**config.mk**
```make
export PLATFORM = sky130hd
export DESIGN_NAME = clmul_seq
export DESIGN_NICKNAME = d
export VERILOG_FILES = /design/src/rtl/clmul_seq.sv
export SDC_FILE = /design/constraint.sdc
export NUM_CORES = 1
export LEC_CHECK = 0
export CAP_MARGIN = 20
export CORE_ASPECT_RATIO = 1.2
export CORE_MARGIN = 8
export CORE_UTILIZATION = 50
export DETAILED_ROUTE_END_ITERATION = 8
export PLACE_DENSITY = 0.77
export SYNTH_ARGS = -nofsm -noshare
export SYNTH_HDL_FRONTEND = slang
export SYNTH_SLANG_ARGS = --single-unit
```
**constraint.sdc**
```tcl
create_clock -name s_clk_i -period 4.1 [get_ports s_clk_i]
set_input_delay 0.41 -clock s_clk_i [delete_from_list [all_inputs] [get_ports s_clk_i]]
set_output_delay 0.41 -clock s_clk_i [all_outputs]
set_load 0.01 [all_outputs]
```
**src/rtl/clmul_seq.sv**
```systemverilog
// Iterative carry-less multiplier (CLMUL / CLMULH / CLMULR), BITS_PER_CYCLE op2 bits per clock.
// Optional macro CLMUL_EARLY_EXIT_EN: finish as soon as the remaining multiplier bits are all zero.
module clmul_seq #(
    parameter int BITS_PER_CYCLE = 4
) (
    input  logic        s_clk_i,
    input  logic        s_resetn_i,
    input  logic        s_start_i,
    input  logic [1:0]  s_function_i,
    input  logic [31:0] s_op1_i,
    input  logic [31:0] s_op2_i,
    input  logic        s_flush_i,
    output logic        s_busy_o,
    output logic        s_valid_o,
    output logic [31:0] s_result_o
);

    localparam int B     = BITS_PER_CYCLE;
    localparam int ITER  = 32 / B;
    localparam int CNT_W = $clog2(ITER) + 1;
    localparam logic [CNT_W-1:0] LAST = CNT_W'(ITER - 1);

    generate
        if (!(B == 1 || B == 2 || B == 4 || B == 8 || B == 16 || B == 32)) begin : g_bad_param
            $error("clmul_seq: BITS_PER_CYCLE must be 1, 2, 4, 8, 16 or 32");
        end
    endgenerate

    typedef enum logic [1:0] {
        IDLE = 2'd0,
        RUN  = 2'd1,
        DONE = 2'd2
    } state_t;

    state_t            state_reg, state_next;
    logic [63:0]       m_reg, m_next;
    logic [31:0]       q_reg, q_next;
    logic [63:0]       acc_reg, acc_next;
    logic [1:0]        fn_reg, fn_next;
    logic [CNT_W-1:0]  cnt_reg, cnt_next;
    logic [31:0]       result_reg, result_next;
    logic              valid_reg, valid_next;

    logic [63:0]       pp [0:B];
    logic [63:0]       acc_step;
    logic [31:0]       q_shift;
    logic              finish;

    // XOR-accumulate the B partial products selected by the low multiplier bits.
    assign pp[0] = acc_reg;
    generate
        for (genvar gi = 0; gi < B; gi++) begin : g_pp
            assign pp[gi+1] = pp[gi] ^ (q_reg[gi] ? (m_reg << gi) : 64'd0);
        end
    endgenerate
    assign acc_step = pp[B];
    assign q_shift  = q_reg >> B;

`ifdef CLMUL_EARLY_EXIT_EN
    assign finish = (cnt_reg == LAST) || (q_shift == 32'd0);
`else
    assign finish = (cnt_reg == LAST);
`endif

    function automatic logic [31:0] select_result(input logic [1:0] f, input logic [63:0] a);
        logic [31:0] r;
        case (f)
            2'b00:   r = a[31:0];
            2'b01:   r = a[63:32];
            2'b10:   r = a[62:31];
            default: r = 32'd0;
        endcase
        return r;
    endfunction

    always_comb begin
        state_next  = state_reg;
        m_next      = m_reg;
        q_next      = q_reg;
        acc_next    = acc_reg;
        fn_next     = fn_reg;
        cnt_next    = cnt_reg;
        result_next = result_reg;
        valid_next  = 1'b0;

        if (s_flush_i) begin
            state_next = IDLE;
        end else begin
            case (state_reg)
                RUN: begin
                    m_next   = m_reg << B;
                    q_next   = q_shift;
                    acc_next = acc_step;
                    cnt_next = cnt_reg + CNT_W'(1);
                    if (finish) begin
                        state_next  = DONE;
                        result_next = select_result(fn_reg, acc_step);
                        valid_next  = 1'b1;
                    end
                end
                default: begin
                    // IDLE and DONE both accept a new request.
                    if (s_start_i) begin
                        state_next = RUN;
                        m_next     = {32'd0, s_op1_i};
                        q_next     = s_op2_i;
                        acc_next   = 64'd0;
                        fn_next    = s_function_i;
                        cnt_next   = '0;
                    end else begin
                        state_next = IDLE;
                    end
                end
            endcase
        end
    end

    always_ff @(posedge s_clk_i or negedge s_resetn_i) begin
        if (!s_resetn_i) begin
            state_reg  <= IDLE;
            m_reg      <= 64'd0;
            q_reg      <= 32'd0;
            acc_reg    <= 64'd0;
            fn_reg     <= 2'd0;
            cnt_reg    <= '0;
            result_reg <= 32'd0;
            valid_reg  <= 1'b0;
        end else begin
            state_reg  <= state_next;
            m_reg      <= m_next;
            q_reg      <= q_next;
            acc_reg    <= acc_next;
            fn_reg     <= fn_next;
            cnt_reg    <= cnt_next;
            result_reg <= result_next;
            valid_reg  <= valid_next;
        end
    end

    assign s_busy_o   = (state_reg == RUN);
    assign s_valid_o  = valid_reg;
    assign s_result_o = result_reg;

endmodule
```
# --- Word-level counts from Yosys, hierarchy flattened ---
# Index checks and enable logic that the tools add are counted.
classes:
  addsub: 1
  n_eq_ne: 5
  mux: 20
  bitwise: 6
  reduce_logical: 5
ops:
  columns: ["op", "count"]
  rows:
  - ["$mux W64", 8]
  - ["$xor A64 B64 Y64", 4]
  - ["$pmux W32 S3", 1]
  - ["$mux W32", 2]
  - ["$mux W4", 2]
  - ["$mux W2", 3]
  - ["$reduce_and A3 Y1", 2]
  - ["$add A4 B1 Y4 const B", 1]
  - ["$eq A2 B1 Y1 const B", 2]
  - ["$eq A4 B3 Y1 const B", 1]
  - ["$mux W1", 4]
  - ["$ne A3 B2 Y1 const B", 1]
  - ["$eq A2 B2 Y1 const B", 1]
  - ["$logic_not A2 Y1", 1]
  - ["$not A1 Y1", 2]
  - ["$reduce_and A2 Y1", 1]
  - ["$reduce_bool A2 Y1", 1]
word_totals:
  regBits: 201
  input_bits: 70
  out_inout_bits: 34

# --- Longest topological paths before layout ---
# Gate-level depths: netlist of run 1.
logic_depth:
  ltp_word: 6
  depth_mapped: 8
  depth_no_buf: 7

# --- Worst setup path after synthesis of run 1 ---
# OpenSTA, ideal clock, no wires.
synth_timing:
  path_type: "input -> register"
  from: "in s_flush_i"
  to: "reg result_reg[0] (netlist: s_result_o[0])"
  arrival_time_ns: 1.633
  required_time_ns: 3.975
  slack_ns: 2.342
  path_stages: 6
  n_path_buf: 2
  cell_sequence: "clkbuf_1 > nor2_2 > nand2_1 > inv_1 > clkbuf_1 > mux2_2"
synth_between:
  elab_chain_cells: 2
synth_lines:
  columns: ["item", "line_no", "text"]
  rows:
  - ["from (decl)", "12", "input logic s_flush_i,"]
  - ["$not A1 Y1 (no line)", null, null]
  - ["$reduce_and A3 Y1 (no line)", null, null]
  - ["to (signal assigned)", "135", "result_reg <= result_next;"]
  - ["to (decl)", "41", "logic [31:0] result_reg, result_next;"]
# Every way passes these cells.
# A chain may end at the register's enable or synchronous reset.

# --- Worst setup path in the final report of run 1 ---
layout_timing:
  from: "reg state_reg[1]"
  to: "out s_busy_o"
layout_between:
  elab_chain_cells: 1
layout_lines:
  columns: ["item", "line_no", "text"]
  rows:
  - ["from (decl)", "35", "state_t state_reg, state_next;"]
  - ["from (signal assigned)", "129", "state_reg <= state_next;"]
  - ["$eq A2 B1 Y1", "140", "assign s_busy_o = (state_reg == RUN);"]
  - ["to (decl)", "13", "output logic s_busy_o,"]
# Every way passes these cells.

==> impl_results.md, run 1 <==
* Reg2reg path depth at 5
* Synthesized-area fraction occupied by adder cells at 0.1017%
* Initial core utilization at between 50 and 60%
* Synth Area in XOR/XNOR at about a fifth
* Total CTS buffers at 22
* IR drop worst, VDD at between 300 and 400 uV
* Post-CTS Setup Bufs at 0
* R2R Path Start: state_reg[1]$_DFFE_PN0P_
* Slowest stage delay, CP at between 0.5 and 0.6 ns
* Routed vias/inst at 5.813
* Post-CTS sizing at 0
* Share of cells above drive strength 1 at approximately 7%
* WHS at between 0.4 and 0.5 ns
* Cell variety after synth at 46
* FMAX at about 0.33 GHz
* ANT nets after route at 0
* Top cells by area, synth: dfrtp_1 (41%), nand2_1 (12%), xnor2_1 (11%), o21ai_0 (6.3%), xor2_1 (4.5%)
* Pwr/cell area at about 470 nW/um2
* Worst setup margin at between 1 and 1.5 ns
* Top Ports at 104
* Starting DRC count in detailed routing at between 900 and 1k
* Reg2Reg Capture Point: acc_reg[8]$_DFFE_PN0P_
* Worst hold path type: in -> async
* Post-cts hold buffer count at 1
* Initial antenna violation count at 0
* GRT overflow at 0
* Clock Path Buffers at 3
* Die W at ~160 um
* Pwr Total at roughly 6.7 mW
* Worst-path cell chain: nand2b_1, inv_2, buf_4, clkdlybuf4s50_1
* Critical path's slowest cell: clkdlybuf4s50_1
* RSZ-0062 raised after global routing: false
* Outcome: completed
* Final Setup Violations at 0
* Gp weighted congestion at 0.7779
* Routed len/inst at 17.93 um
* Remaining DRCs at 0
* Synth Cell Area at around 12000 um2
* Skew final at approximately 0.02 ns
* Sequential share of the synthesized area at between 40 and 50%
* Design area at roughly 14000 um2
* CTS tree: yes
* Synth Area in Simple Gates at 14.07%
* Standard-cell rows at 63
* CP Data Required Time at ~3.7 ns
* Nets at 1514
* H-tree levels at 1
* CP Launch Type: flop
* Relative slew slack at about a quarter
* Post-Route WL at approximately 32 mm
* CP max FO at 38
* Yosys reg bits at between 200 and 250
* Largest family of logic cells by synthesized area: compound AO/OA/AOI/OAI gates
* Gr usage total at a little over a fifth
* First-pass GRT wire length at 52.69 mm
* Final hold vios at 0
* Top cell type's share of synthesized area at 40.89%
* Via count at 10.38k
* Post-synthesis area per instance at 8.818 um2
* Crit-path leading delay family: buffers and inverters
* Yosys synthesis warning count at 0
* Layout Cells excl Fill at about 1.8k
* CTS clk-pin slew, worst paths at ~0.060 ns
* Die Height at 187.8 um
* Clock sinks at 201
* Max cap viols at 0
* Area grow syn2layout at 16.07%
* Dpl hpwl at around 21 mm
* Minimum clock period at around 3.1 ns
* Final Cycle Share at around 75%
* Reg2reg setup slack at about 1.4 ns
* Worst path depth at 4
* Number of synthesized flops with an enable pin at 0
* CP Buf/Inv Count at 3
* DP Worst Slack at between 1 and 1.5 ns
* Post-Syn Nets at about 1.5k
* Vias in the first global route at around 10k
* Die ar. at approximately 30000 um2
* Post-DP Area at 13460 um2
* Leakage at ~5.8 nW
* Critical Path AT at 2.65 ns
* Max-slew violations at 0
* Setup TNS at 0 ns
* Synth Instances at 1395
* Core Util, Final at 58.43%
* Share of flip-flops with an asynchronous set or reset at 100.0%
* Root buffer cell: clkbuf_16
* CP Capture Type: output port
* Worst-margin pin slew at ~1.1 ns
* Core area at 24440 um2
* IO buf count at around 100
* Mux contribution to synthesized area at less than 1%
* Largest net degree at the start of global routing at a little under 100
* DP Cell Count at about 1.7k
* Clk_lat worst skew at 0.52 ns
* DR pass1 iterations at 5
* Synth Area in Compound Gates at 20.69%
* Most used DFF post-synth: dfrtp_1
* Synth area leader: dfrtp_1
* Crit Path Class: reg -> out
==> worst reg2reg max path: cells and delay by family (launching register included) <==
kind / cells / cell delay [ns]
AO/OA/AOI/OAI: 1 / 0.33
flip-flops: 1 / 0.36
buffers and inverters: 2 / 0.99
AND/OR/NAND/NOR: 2 / 0.87
==> cell type report <==
cell class | count | area (um2)
antenna | 1 | 2.502
inverter | 5 | 18.77
clock buffer | 32 | 689.4
sequential | 201 | 5035
fill | 2125 | 10160
clock inverter | 8 | 117.6
tap | 325 | 406.6
timing repair buffer | 123 | 1227
multi-input combinational | 1090 | 6780
==> power by group <==
group          leakage [nW]  switching (mW)  internal (mW)  total (mW)
Clock                 0.400           0.832           1.35        2.19
Sequential             2.69           0.430           2.25        2.68
Combinational          2.70            1.05          0.780        1.83
Total                  5.79            2.31           4.38        6.69
==> cells in the mapped netlist (3+ instances only) <==
cell,count
nand2_1,383
buf_4,13
a22oi_1,56
nand2b_1,3
dfrtp_1,201
a21oi_1,8
clkbuf_1,54
xor2_1,63
buf_1,5
nor2_1,45
o21ai_1,9
inv_1,5
xnor2_2,29
a21o_1,26
a22o_1,42
buf_2,21
o21ai_0,156
o22a_1,29
xnor2_1,153
buf_6,6
o31ai_1,25
o22ai_1,26
nand3_1,6
==> per-layer routing <==
| metal | wire length, um | vias up | global-route usage (%) |
|---|---|---|---|
| met3 | 1987 | 59 | 3.882 |
| met1 | 13610 | 5132 | 26.28 |
| met5 | 0 | - | 0 |
| li1 | - | 4827 | - |
| met2 | 15570 | 358 | 35.30 |
| met4 | 843 | 0 | 7.703 |
==> kinds of logic (layout without fill, tap and decap cells) <==
| group | count (synthesis) | after routing |
|---|---|---|
| adders and majority gates | 1 | 1 |
| AOI/OAI and AO/OA | 388 | 388 |
| and+or+nand+nor | 449 | 449 |
| buffers and inverters | 104 | 168 |
| muxes | 3 | 3 |
| other | 0 | 1 |
| xor gates and xnor gates | 249 | 249 |
| DFF | 201 | 201 |
==> placed cells by master, fill, tap and decap left out, types with 6 or more instances in the layout <==
cell,netlist,layout
xnor2_2,29,29
xnor2_1,153,153
clkbuf_16,0,23
o22a_1,29,29
a22o_1,42,42
clkdlybuf4s50_1,0,101
a21oi_1,8,8
o21ai_0,156,156
dfrtp_1,201,197
o31ai_1,25,25
nand2_1,383,383
a22oi_1,56,56
nand3_1,6,6
clkbuf_8,0,9
o21ai_1,9,9
nor2_1,45,45
o22ai_1,26,26
xor2_1,63,63
buf_4,13,16
a21o_1,26,26
==> worst max-delay path by stage <==
stage | start | endpoint | slack, ns
after global routing | state_reg[1]$_DFFE_PN0P_ | s_busy_o | 0.92
after global placement | s_flush_i | s_result_o[4]$_DFFE_PN0P_ | 1.58
final | state_reg[1]$_DFFE_PN0P_ | s_busy_o | 1.04
after floorplan | s_flush_i | s_result_o[0]$_DFFE_PN0P_ | 2.34
after detailed placement | state_reg[1]$_DFFE_PN0P_ | acc_reg[8]$_DFFE_PN0P_ | 1.49
after CTS | state_reg[1]$_DFFE_PN0P_ | s_busy_o | 1.02
No activity file was read; power rests on OpenSTA's default activity.
==> inputs of run 2 (changes only) <==
==> constraint.sdc (replaced) <==
create_clock -name s_clk_i -period 3.14 [get_ports s_clk_i]
set_input_delay 0.314 -clock s_clk_i [delete_from_list [all_inputs] [get_ports s_clk_i]]
set_output_delay 0.314 -clock s_clk_i [all_outputs]
set_load 0.01 [all_outputs]
==> run 2 against run 1 <==
  * Critical path depth grew 3
  * Clock-buffer cell count is the same
  * Die area is the same
  * Total power grew 30%
  * Cell count grew 0.50%
  * Clock power grew 28%
  * Clock skew shrank 0.0089 ns
  * Flip-flop and latch count is the same
  * Largest cell class unchanged
==> impl_results.md, run 2 (synthesis gave the netlist of run 1 again) <==
* Most frequent cells in the layout: nand2_1 (383), dfrtp_1 (197), o21ai_0 (156)
* CTS clk-pin slew, worst paths at 0.06 ns (about the same)
* Initial antenna violation count at 0 (unchanged)
* Core Util, Final at 58.85% (+0.42 points)
* Commonest non-fill, non-tap cell in the layout: nand2_1
* Worst-margin pin slew at 1.133 ns (+0.01390 ns)
* RSZ-0062 raised after global routing: false
* Reg2reg setup slack at 0.60 ns (-0.84 ns)
* Post-CTS Setup Bufs at 0 (unchanged)
* Total CTS buffers at 22 (unchanged)
* Sw frac at 34.41% (-0.089 points)
* Top Ports at 104 (unchanged)
* GRT overflow at 0 (unchanged)
* CP Data Required Time at 3.54 ns (-0.15 ns)
* Multi-input gate area at 6780 um2 (unchanged)
* Comb pwr share at 27.9% (+0.6 points)
* Leakage at 5.851 nW (+1.0%)
* Initial core utilization at 50.34% (unchanged)
* Clk_lat worst skew at 0.51 ns (about the same)
* Design area at 14380 um2 (+0.73%)
* Largest net degree at the start of global routing at 97 (-1.0%)
* CP Capture Type: flop
* Via count at 10.41k (+0.33%)
* Die W at 159.2 um (unchanged)
* FMAX at 0.3934 GHz
* N_diodes at 0 (-1)
* Post-Route WL at 33.18 mm (+3.7%)
* Standard-cell rows at 63 (unchanged)
* Max cap viols at 0 (unchanged)
* Worst hold path type: in -> reg
* Outcome: completed
* Max-slew violations at 0 (unchanged)
* NetSw at 2.985 mW (+29%)
* Share of cells above drive strength 1 at 7.760% (+0.70 points)
* Minimum clock period at approximately 2.5 ns
* Dpl hpwl at 21.32 mm (+3.0%)
* Die Height at 187.8 um (unchanged)
* First-pass GRT wire length at 55.54 mm (+5.4%)
* Gp weighted congestion at 0.8001 (+2.9%)
* Worst hold stages at 2
* Die ar. at 29900 um2 (unchanged)
* Reg2reg path depth at 7 (+2)
* Vias in the first global route at 10.75k (+3.0%)
* Part of the power in the clock network at 32.4% (-0.3 points)
* Fillers at 2090 (-1.6%)
* Post-CTS sizing at 0 (unchanged)
* Final Cycle Share at roughly four fifths
* Remaining DRCs at 0 (unchanged)
* Post-DP Area at 13580 um2 (+0.90%)
* IR drop worst, VDD at 414.6 uV (+30%)
* Reg2Reg Capture Point: s_result_o[0]$_DFFE_PN0P_
* Critical Path AT at 2.94 ns (+0.29 ns)
* Gr usage total at 22.08% (+1.2 points)
* CP max FO at 35 (-7.9%)
* Area grow syn2layout at 16.92%
* H-tree levels at 1 (unchanged)
* Crit Path Class: reg -> reg
* Hold Startpoint: s_flush_i
* DR pass1 iterations at 5 (unchanged)
* R2R Path Start: q_reg[0]$_DFFE_PN0P_
* Root buffer cell: clkbuf_16
* Register area at 5035 um2 (unchanged)
* CTS tree: yes
* Pwr/cell area at 603.2 nW/um2 (+29%)
* ANT nets after route at 0 (unchanged)
* CP Launch Type: flop
* IO buf count at 103 (unchanged)
* Routed len/inst at 18.50 um (+3.1%)
* Starting DRC count in detailed routing at 762 (-16%)
* Routed vias/inst at 5.803 (-0.18%)
* Clock sinks at 201 (unchanged)
* Skew final at 0.01150 ns (-0.008907 ns)
* Nets at 1524 (+0.66%)
* Post-cts hold buffer count at 1 (unchanged)
* Sequential Power Share at 39.7% (-0.3 points)
* P_int at 5.689 mW (+30%)
* Setup TNS at 0 ns (unchanged)
* Worst setup margin at 0.5980 ns (-0.4407 ns)
* Core area at 24440 um2 (unchanged)
* Final Setup Violations at 0 (unchanged)
* Final hold vios at 0 (unchanged)
* Relative slew slack at 24.45% (-0.75 points)
* Hold worst-path end: m_reg[12]$_DFFE_PN0P_
* Clock Path Buffers at 3 (unchanged)
* DP Worst Slack at 0.6764 ns (-0.8145 ns)
run 2: changes by cell type in the layout (fill, tap and decap cells not counted):
cell / change
buf_12: +5
buf_4: +5
buf_16: -1
buf_6: +1
bufinv_16: -1
clkbuf_1: -1
clkbuf_8: +1
clkinv_2: +1
diode_2: -1
run 2: final cells by class:
cell class	count	share of cell area [%]
clock buffer	32	4.863
clock inverter	8	0.6438
tap	325	2.828
inverter	5	0.1305
sequential	201	35.01
timing repair buffer	133	9.379
multi-input combinational	1090	47.15
run 2: critical path, cell delays in order, from the launching register on:
cell     delay, ns
dfrtp_2       0.84
buf_4         0.39
nand2_1       0.10
xnor2_1       0.15
xnor2_1       0.29
xnor2_1       0.24
o22ai_1       0.12
mux2_2        0.26
run 2: metal layers:
| metal | up-vias | share of wire (%) | global-route usage [%] |
|---|---|---|---|
| li1 | 4861 | - | - |
| met1 | 5119 | 42 | 28.20 |
| met2 | 367 | 48 | 36.87 |
| met3 | 63 | 6.7 | 4.387 |
| met4 | 0 | 2.7 | 7.485 |
| met5 | - | 0 | 0 |
run 2: metrics by stage:
stage / cells / hold slack (ns) / power (mW)
after floorplan: 1395 / 0.01841 / 5.152
after global placement: 1751 / 0.4470 / 5.778
after detailed placement: 1753 / 0.4459 / 5.879
after CTS: 1794 / 0.3736 / 8.696
after global routing: 1794 / 0.4058 / 9.097
final: 1794 / 0.3753 / 8.674
run 2: worst max-delay path by stage:
stage                             startpoint                         to
floorplan           state_reg[1]$_DFFE_PN0P_  s_result_o[0]$_DFFE_PN0P_
global placement        q_reg[3]$_DFFE_PN0P_  s_result_o[0]$_DFFE_PN0P_
detailed placement      q_reg[0]$_DFFE_PN0P_  s_result_o[0]$_DFFE_PN0P_
CTS                     q_reg[0]$_DFFE_PN0P_  s_result_o[0]$_DFFE_PN0P_
global route            q_reg[0]$_DFFE_PN0P_  s_result_o[1]$_DFFE_PN0P_
finish                  q_reg[0]$_DFFE_PN0P_  s_result_o[0]$_DFFE_PN0P_
run 2: power by group through the flow:
stage	combinational [mW]	clock [mW]	sequential [mW]
after global routing	2.66	2.94	3.49
final	2.42	2.81	3.44
after floorplan	1.90	0	3.25
after global placement	2.29	0	3.49
after detailed placement	2.41	0	3.47
after CTS	2.42	2.85	3.43
==> inputs of run 3 (changes only) <==
--- a/config.mk
+++ b/config.mk
@@ -10,7 +10,7 @@
 export CORE_MARGIN = 8
 export CORE_UTILIZATION = 50
 export DETAILED_ROUTE_END_ITERATION = 8
-export PLACE_DENSITY = 0.77
+export PLACE_DENSITY = 0.8
 export SYNTH_ARGS = -nofsm -noshare
 export SYNTH_HDL_FRONTEND = slang
 export SYNTH_SLANG_ARGS = --single-unit
==> constraint.sdc (replaced) <==
create_clock -name s_clk_i -period 2.2 [get_ports s_clk_i]
set_input_delay 0.22 -clock s_clk_i [delete_from_list [all_inputs] [get_ports s_clk_i]]
set_output_delay 0.22 -clock s_clk_i [all_outputs]
set_load 0.01 [all_outputs]
==> run 3 against run 2 <==
  * First-iteration DRC count is 27% higher
  * Clock power is 35% higher
  * Cell count is 0.11% higher
  * Via count is 1.2% higher
  * Flip-flop and latch count is the same
  * Critical path type is now reg -> out
  * Largest power group unchanged
==> impl_results.md, run 3 (synthesis gave the netlist of run 1 again) <==
* ANT nets after route at 0 (unchanged)
* Total CTS buffers at 22 (unchanged)
* Dpl hpwl at 21.82 mm (+2.3%)
* Nets at 1526 (+0.13%)
* Area grow syn2layout at 17.39%
* Final Cycle Share at around 95%
* CTS clk-pin slew, worst paths at 0.07 ns (about the same)
* Most frequent cells in the layout: nand2_1 (383), dfrtp_1 (197), o21ai_0 (156)
* Starting DRC count in detailed routing at 968 (+27%)
* CP max FO at 5 (-86%)
* Worst hold path type: in -> reg
* Share of cells above drive strength 1 at 7.682% (-0.079 points)
* Commonest non-fill, non-tap cell in the layout: nand2_1
* Routed len/inst at 18.39 um (-0.56%)
* Reg2reg setup slack at 0.18 ns (-0.42 ns)
* Remaining DRCs at 0 (unchanged)
* Clock Path Buffers at 3 (unchanged)
* Standard-cell rows at 63 (unchanged)
* Final hold vios at 0 (unchanged)
* IO buf count at 103 (unchanged)
* Worst-margin pin slew at 0.5352 ns (-0.5980 ns)
* Final Setup Violations at 0 (unchanged)
* CP Buf/Inv Count at 2 (+1)
* Worst setup margin at 0.1077 ns (-0.4903 ns)
* Top Ports at 104 (unchanged)
* FMAX at approximately 0.48 GHz
* Critical Path AT at 1.87 ns (-1.07 ns)
* Crit-path leading delay family: buffers and inverters
* First-pass GRT wire length at 54.74 mm (-1.4%)
* Die Height at 187.8 um (unchanged)
* Pwr/cell area at 847.2 nW/um2 (+40%)
* Max-slew violations at 0 (unchanged)
* Minimum clock period at between 2 and 2.5 ns
* Outcome: completed
* H-tree levels at 1 (unchanged)
* CP Launch Type: flop
* CP Capture Type: output port
* DP Cell Count at 1755 (+0.11%)
* Slowest stage delay, CP at 0.57 ns (-0.27 ns)
* N_diodes at 0 (unchanged)
* Clock sinks at 201 (unchanged)
* Setup TNS at 0 ns (unchanged)
* IR drop worst, VDD at 722.6 uV (+74%)
* Gp weighted congestion at 0.8026 (+0.31%)
* Root buffer cell: clkbuf_16
* Die W at 159.2 um (unchanged)
* Crit Path Class: reg -> out
* Critical path's slowest cell: clkdlybuf4s50_1
* WHS at 0.1636 ns (-0.2117 ns)
* Layout Cells excl Fill at 1796 (+0.11%)
* Fillers at 2076 (-0.67%)
* Post-CTS Setup Bufs at 0 (unchanged)
* GRT overflow at 0 (unchanged)
* Initial core utilization at 50.34% (unchanged)
* Post-Route WL at 33.03 mm (-0.45%)
* Die ar. at 29900 um2 (unchanged)
* RSZ-0062 raised after global routing: false
* Routed vias/inst at 5.869 (+1.1%)
* Pwr Total at 12.23 mW (+41%)
* Initial antenna violation count at 0 (unchanged)
* DP Worst Slack at 0.1504 ns (-0.5260 ns)
* Skew final at 0.01434 ns (+0.002841 ns)
* Max cap viols at 0 (unchanged)
* Leakage at 5.835 nW (-0.28%)
* Relative slew slack at 64.32% (+40 points)
* Gr usage total at 21.78% (-0.30 points)
* CTS tree: yes
* Core area at 24440 um2 (unchanged)
* Vias in the first global route at 10.60k (-1.4%)
* Via count at 10.54k (+1.2%)
* Worst-path cell chain: nand2b_1, inv_2, clkdlybuf4s50_1
* Largest net degree at the start of global routing at 102 (+5.2%)
* CP Data Required Time at 1.98 ns (-1.56 ns)
* Clk_lat worst skew at 0.51 ns (about the same)
* DR pass1 iterations at 5 (unchanged)
run 3: routing by layer:
layer / vias to the layer above / global-route usage, % / part of all wire, %
met1: 5211 / 27.87 / 42
met4: 0 / 7.195 / 2.7
li1: 4872 / - / -
met2: 395 / 36.88 / 49
met3: 62 / 3.685 / 6.5
met5: - / 0 / 0
run 3: area by class of cell:
cell class	count	area [um2]	area share [%]
Clock buffer	28	614.3	4.254
Clock inverter	12	122.6	0.8491
Inverter	5	18.77	0.1300
Multi-Input combinational cell	1090	6780	46.95
Sequential cell	201	5037	34.88
Tap cell	325	406.6	2.816
Timing Repair Buffer	135	1460	10.11
run 3: worst paths after layout:
check | startpoint | end | cells after the start
max reg2reg | q_reg[3]$_DFFE_PN0P_ | s_result_o[10]$_DFFE_PN0P_ | 7
min in group asynchronous | s_resetn_i | acc_reg[57]$_DFFE_PN0P_ | 2
min reg2reg | q_reg[26]$_DFFE_PN0P_ | q_reg[26]$_DFFE_PN0P_ | 2
max | state_reg[1]$_DFFE_PN0P_ | s_busy_o | 3
max in group asynchronous | s_resetn_i | q_reg[31]$_DFFE_PN0P_ | 3
min | s_flush_i | state_reg[0]$_DFFE_PN0P_ | 2
run 3: worst register-to-register path, stage by stage (launching register included):
cell and delay, ns:
dfrtp_4 0.57, buf_12 0.23, nand2_1 0.10, xnor2_1 0.24
xnor2_2 0.11, xnor2_1 0.31, o22ai_1 0.14, o22a_1 0.20
run 3: timing repair:
item,in CTS,in global routing
endpoints found under the hold margin,47,0
setup endpoints to repair,0,6
hold buffers,1,0
resized for setup,0,1
run 3: where the power goes:
| group | switching (mW) | total (mW) | internal [mW] |
|---|---|---|---|
| sequential | 0.641 | 4.84 | 4.20 |
| clock | 1.57 | 3.78 | 2.22 |
| combinational | 2.05 | 3.61 | 1.56 |
run 3: stage by stage:
stage | utilization (%) | cell area, um2
after global placement | 56.03 | 13690
after floorplan | - | 12300
after CTS | 59.08 | 14440
after global routing | 59.09 | 14440
after detailed placement | 56.03 | 13690
final | 59.09 | 14440
